===== src/rtl/vga_if.sv =====
// vga_if: raster bus between the timing generator and the draw stages.
interface vga_if;
   logic [10:0] hcount;
   logic [10:0] vcount;
   logic        hsync;
   logic        vsync;
   logic        hblnk;
   logic        vblnk;
   logic [11:0] rgb;

   modport master (output hcount, vcount, hsync, vsync, hblnk, vblnk, rgb);
   modport slave  (input  hcount, vcount, hsync, vsync, hblnk, vblnk, rgb);
   modport out    (output hcount, vcount, hsync, vsync, hblnk, vblnk, rgb);
   modport in     (input  hcount, vcount, hsync, vsync, hblnk, vblnk, rgb);
endinterface


===== src/rtl/vga_timing_gen.sv =====
// vga_timing_gen: registered raster counters, sync/blank decode and line/frame strobes.
// Define VGA_TIMING_FRAME_CNT_EN to add the 16-bit frame_cnt output.
module vga_timing_gen #(
   parameter int H_ACTIVE = 800,
   parameter int H_FP     = 40,
   parameter int H_SYNC   = 128,
   parameter int H_BP     = 88,
   parameter int V_ACTIVE = 600,
   parameter int V_FP     = 1,
   parameter int V_SYNC   = 4,
   parameter int V_BP     = 23,
   parameter int SYNC_POS = 1
) (
   input  logic        clk,
   input  logic        rst_n,
   input  logic        en,
   vga_if.out          vga_out,
   output logic        frame_start,
   output logic        line_start
`ifdef VGA_TIMING_FRAME_CNT_EN
   ,
   output logic [15:0] frame_cnt
`endif
);

   localparam int H_TOTAL = H_ACTIVE + H_FP + H_SYNC + H_BP;
   localparam int V_TOTAL = V_ACTIVE + V_FP + V_SYNC + V_BP;

   localparam logic [10:0] H_LAST   = 11'(H_TOTAL - 1);
   localparam logic [10:0] V_LAST   = 11'(V_TOTAL - 1);
   localparam logic [10:0] H_BLNK   = 11'(H_ACTIVE);
   localparam logic [10:0] V_BLNK   = 11'(V_ACTIVE);
   localparam logic [10:0] HS_BEG   = 11'(H_ACTIVE + H_FP);
   localparam logic [10:0] HS_END   = 11'(H_ACTIVE + H_FP + H_SYNC);
   localparam logic [10:0] VS_BEG   = 11'(V_ACTIVE + V_FP);
   localparam logic [10:0] VS_END   = 11'(V_ACTIVE + V_FP + V_SYNC);
   localparam logic        SYNC_ACT = (SYNC_POS != 0);

   // Counters are 11 bits wide, so larger rasters would silently alias.
   if (H_TOTAL > 2048 || V_TOTAL > 2048) begin : g_size_check
      $error("vga_timing_gen: H_TOTAL and V_TOTAL must not exceed 2048");
   end

   logic [10:0] hcount_reg, hcount_next;
   logic [10:0] vcount_reg, vcount_next;
   logic        hsync_reg, hsync_next;
   logic        vsync_reg, vsync_next;
   logic        hblnk_reg, hblnk_next;
   logic        vblnk_reg, vblnk_next;
   logic        line_start_reg, line_start_next;
   logic        frame_start_reg, frame_start_next;

   always_comb begin
      hcount_next = hcount_reg + 11'd1;
      vcount_next = vcount_reg;
      if (hcount_reg == H_LAST) begin
         hcount_next = 11'd0;
         vcount_next = (vcount_reg == V_LAST) ? 11'd0 : vcount_reg + 11'd1;
      end
   end

   // Flags decode the next position so they land in the same cycle as the counters.
   always_comb begin
      hblnk_next       = (hcount_next >= H_BLNK);
      vblnk_next       = (vcount_next >= V_BLNK);
      hsync_next       = ((hcount_next >= HS_BEG) && (hcount_next < HS_END)) ? SYNC_ACT : ~SYNC_ACT;
      vsync_next       = ((vcount_next >= VS_BEG) && (vcount_next < VS_END)) ? SYNC_ACT : ~SYNC_ACT;
      line_start_next  = (hcount_next == 11'd0);
      frame_start_next = (hcount_next == 11'd0) && (vcount_next == 11'd0);
   end

   always_ff @(posedge clk or negedge rst_n) begin
      if (!rst_n) begin
         hcount_reg      <= 11'd0;
         vcount_reg      <= 11'd0;
         hsync_reg       <= ~SYNC_ACT;
         vsync_reg       <= ~SYNC_ACT;
         hblnk_reg       <= 1'b0;
         vblnk_reg       <= 1'b0;
         line_start_reg  <= 1'b0;
         frame_start_reg <= 1'b0;
      end else if (en) begin
         hcount_reg      <= hcount_next;
         vcount_reg      <= vcount_next;
         hsync_reg       <= hsync_next;
         vsync_reg       <= vsync_next;
         hblnk_reg       <= hblnk_next;
         vblnk_reg       <= vblnk_next;
         line_start_reg  <= line_start_next;
         frame_start_reg <= frame_start_next;
      end else begin
         // Strobes only fire on edges that advance, so a stall never repeats them.
         line_start_reg  <= 1'b0;
         frame_start_reg <= 1'b0;
      end
   end

`ifdef VGA_TIMING_FRAME_CNT_EN
   logic [15:0] frame_cnt_reg;

   always_ff @(posedge clk or negedge rst_n) begin
      if (!rst_n) begin
         frame_cnt_reg <= 16'd0;
      end else if (en && frame_start_next) begin
         frame_cnt_reg <= frame_cnt_reg + 16'd1;
      end
   end

   assign frame_cnt = frame_cnt_reg;
`endif

   assign vga_out.hcount = hcount_reg;
   assign vga_out.vcount = vcount_reg;
   assign vga_out.hsync  = hsync_reg;
   assign vga_out.vsync  = vsync_reg;
   assign vga_out.hblnk  = hblnk_reg;
   assign vga_out.vblnk  = vblnk_reg;
   assign vga_out.rgb    = 12'h000;
   assign line_start     = line_start_reg;
   assign frame_start    = frame_start_reg;

endmodule

===== src/flat_wrapper.sv =====
// flat-port wrapper written by rule: the top's interface ports become plain ports
module vga_timing_gen_flat 
#(
   parameter int H_ACTIVE = 800,
   parameter int H_FP     = 40,
   parameter int H_SYNC   = 128,
   parameter int H_BP     = 88,
   parameter int V_ACTIVE = 600,
   parameter int V_FP     = 1,
   parameter int V_SYNC   = 4,
   parameter int V_BP     = 23,
   parameter int SYNC_POS = 1
)
  (clk, rst_n, en, frame_start, line_start, vga_out_hcount, vga_out_vcount, vga_out_hsync, vga_out_vsync, vga_out_hblnk, vga_out_vblnk, vga_out_rgb);
  vga_if vga_out_i ();
  input  logic clk;
  input  logic rst_n;
  input  logic en;
  output logic frame_start;
  output logic line_start;
  output wire logic [$bits(vga_out_i.hcount)-1:0] vga_out_hcount;
  output wire logic [$bits(vga_out_i.vcount)-1:0] vga_out_vcount;
  output wire logic [$bits(vga_out_i.hsync)-1:0] vga_out_hsync;
  output wire logic [$bits(vga_out_i.vsync)-1:0] vga_out_vsync;
  output wire logic [$bits(vga_out_i.hblnk)-1:0] vga_out_hblnk;
  output wire logic [$bits(vga_out_i.vblnk)-1:0] vga_out_vblnk;
  output wire logic [$bits(vga_out_i.rgb)-1:0] vga_out_rgb;
  assign vga_out_hcount = vga_out_i.hcount;
  assign vga_out_vcount = vga_out_i.vcount;
  assign vga_out_hsync = vga_out_i.hsync;
  assign vga_out_vsync = vga_out_i.vsync;
  assign vga_out_hblnk = vga_out_i.hblnk;
  assign vga_out_vblnk = vga_out_i.vblnk;
  assign vga_out_rgb = vga_out_i.rgb;
  vga_timing_gen #(.H_ACTIVE(H_ACTIVE), .H_FP(H_FP), .H_SYNC(H_SYNC), .H_BP(H_BP), .V_ACTIVE(V_ACTIVE), .V_FP(V_FP), .V_SYNC(V_SYNC), .V_BP(V_BP), .SYNC_POS(SYNC_POS)) u_core (.clk(clk), .rst_n(rst_n), .en(en), .vga_out(vga_out_i), .frame_start(frame_start), .line_start(line_start));
endmodule

===== config.mk =====
export PLATFORM = sky130hd
export DESIGN_NAME = vga_timing_gen_flat
export DESIGN_NICKNAME = d
export VERILOG_FILES = /design/src/rtl/vga_if.sv /design/src/rtl/vga_timing_gen.sv /design/src/flat_wrapper.sv
export SDC_FILE = /design/constraint.sdc
export NUM_CORES = 1
export LEC_CHECK = 0
export ABC_AREA = 1
export CAP_MARGIN = 5
export CELL_PAD_IN_SITES_DETAIL_PLACEMENT = 0
export CELL_PAD_IN_SITES_GLOBAL_PLACEMENT = 1
export CORE_MARGIN = 3
export CORE_UTILIZATION = 39
export CTS_CLUSTER_DIAMETER = 120
export DETAILED_ROUTE_END_ITERATION = 7
export HOLD_SLACK_MARGIN = 0.03
export PLACE_DENSITY = 0.89
export SYNTH_ARGS = -nofsm -noshare
export SYNTH_HDL_FRONTEND = slang
export SYNTH_SLANG_ARGS = --single-unit

===== constraint.sdc =====
create_clock -name clk -period 4.9 [get_ports clk]
set_input_delay 0.49 -clock clk [delete_from_list [all_inputs] [get_ports clk]]
set_output_delay 0.49 -clock clk [all_outputs]
set_load 0.1 [all_outputs]

==> results.toml <==
[clocking]
ctsResizeCount = 0
clockBufferDepth = 2
cts_setup_buffers = 0
cts_max_level = 1
holdBufCountCts = 0
cts_buffers = 3
clk_latency_ns = 0.28
clk_pin_slew_worst_paths_ns = 0.09
cts_root_buf = "clkbuf_8"
cts_tree = "done"
cts_num_sinks = 28

[placed_design]
dp_hpwl_mm = 4.46
io_buffers = 30
gp_congestion = 0.907
pre_cts_ws_ns = 2.36

[route]
first_iter_violations = 127
drt-vias-per-instance = 5.02
num_vias = 2149
firstDrtPassIters = 4
drc = 0
wl_mm = 5.79
avgRoutedWirePerCell_um = 13.5
ant_nets = 0

[die]
row_count = 26
die_y_um = 81.5
die_w_um = 81.5
pin_count = 43
coreArea_um2 = 5300
die_area_um2 = 6640
start_util_pct = 41.9

[critical_path]
crit_path_end_kind = "output port"
cp_max_fo = 11
crit_chain = "clkdlybuf4s50_1"
worstSetupStartpoint = "u_core.vga_out.vcount[2]"
crit_type = "reg2out"
rrSetupSlack_ns = 2.79
slowest_stage = "clkdlybuf4s50_1"
rr_startpoint = "u_core.vga_out.vcount[1]"
required_ns = 4.41
critical_path_arrival_ns = 2.06
critical_path.top_delay_family = "buffers and inverters"
crit_path_max_incr_delay_ns = 1.21
crit_path_start_kind = "flip-flop"
path_buf_inv = 1

[timing]
max_freq_ghz = 0.392
final.setup.worst_slack_ns = 2.35
hold_viol_final = 0
tightest_slew_ns = 0.983
drv_slew = 0
tns_ns = 0
slew_headroom_pct = 34.2
rsz0062_at_grt = "false"
fin_crit_ns = 2.55
setup-violations-final = 0
clock-skew-final_ns = 0.00408
layout_worst_path_cycle_share_pct = 52.1

[yosys]
postSynthCellCount = 332
synth_edf_count = 0
synth_most_common_cell = "nand2_1"
yosysWarnings = 0
synth_largest_area_cell = "dfrtp_1"
synth_area_leaders = "dfrtp_1 32%, nand2_1 16%, nand3_1 5.6%"
yosysSeqAreaShare_pct = 31.5
synth_seq_cells = 28
synth_area_per_cell_um2 = 6.69
synth_ff_type = "dfrtp_1"
netlist.area_leader.share_pct = 31.5
netlist_area_um2 = 2220
yosys-top-cells-count = "96 x nand2_1, 33 x nor2_1, 32 x inv_1"
ys_async_sr_fraction_pct = 100
netlist-cell-type-count = 31

[grt]
grt_pass1_wl_mm = 9.82
grt_max_degree = 32
grt_pass1_vias = 2043
grt_usage_pct = 19.1
overflow = 0
antenna_found_initial = 0

[cells_and_area]
diodes = 0
multi_input_area_um2 = 1280
area_growth_pct = 16.6
register_area_um2 = 701
final_nets = 365
num-fill-cells = 542
layout-drive-gt1-share_pct = 12.6

[worst_hold_path]
min_path_type = "reg2reg"
min_from = "u_core.vga_out.hsync"

[outcome]
status = "finished clean"

[flow_run]
cap_violations = 0

[power_and_ir_drop]
peakVddDrop_mv = 0.542
power.density_nw_per_um2 = 455
leakage_nw = 1.21
## where the power goes
part / switching, mW / internal, mW / total, mW
clock: 0.0711 / 0.0720 / 0.143
sequential: 0.0782 / 0.272 / 0.350
combinational: 0.532 / 0.152 / 0.684
## kinds of logic after synthesis
kind of cell,count (synthesis),share of synthesized area (%)
AND/OR/NAND/NOR,202,44.5
buffers and inverters,61,12.6
AO/OA/AOI/OAI,36,9.13
flip-flops,28,31.5
adder cells (fa/ha/maj),3,1.69
XOR/XNOR,1,0.394
other,1,0.169
## layer usage
layer / track usage (%) / share of wire (%) / vias to the layer above
met4: 6.42 / 2.0 / 0
li1: - / - / 1088
met5: 0 / 0 / -
met1: 27.5 / 49 / 998
met3: 2.41 / 4.6 / 10
met2: 29.5 / 45 / 53
## area by class of cell
| cell class | instances | share of cell area [%] |
|---|---|---|
| clock buffers | 4 | 2.13 |
| inverters | 41 | 6.04 |
| multi-input cells | 254 | 49.5 |
| flip-flops and latches | 28 | 27.1 |
| well taps | 70 | 3.38 |
| repair buffers | 31 | 11.9 |
## placed cells by master, fill, tap and decap left out, types with 2 or more instances in the layout
cell             netlist  final
nor2_4                 6      6
o21ai_0               21     21
a21oi_1                6      6
inv_1                 32     32
conb_1                 1     12
nand3_2                7      7
nand3_1               25     25
inv_2                  7      7
nand2_1               96     96
nor3_1                 4      4
o21ai_1                4      4
nor2_1                33     33
dfrtp_1               28     28
clkbuf_8               0      4
o21ai_2                2      2
nand4_1               15     15
ha_1                   3      3
clkdlybuf4s50_1        0     30
nor2_2                 5      5
nand2_2                7      7
## per-stage QoR
step           power, mW  cell area, um2  std cells  hold slack, ns  utilization, %
3_3_place_gp        1.03            2530        424           0.471            47.8
3_5_place_dp        1.04            2530        424           0.482            47.8
5_1_grt             1.25            2590        428           0.537            48.8
6_report            1.18            2590        428           0.508            48.8
4_1_cts             1.18            2590        428           0.515            48.8
2_1_floorplan      0.891            2260        343           0.194               -
## path summary, 6_finish.rpt
| path | cells after the start | endpoint |
|---|---|---|
| hold / removal | 2 | u_core.vga_out.hsync |
| setup / recovery | 1 | vga_out_vcount[2] |
| setup reg to reg | 12 | u_core.vga_out.vsync |
| min in group asynchronous | 2 | u_core.vga_out.hcount[7] |
| max in group asynchronous | 2 | u_core.vga_out.hcount[10] |
| hold reg to reg | 2 | u_core.vga_out.hsync |
Note: power is estimated with default switching activity, not from simulation.
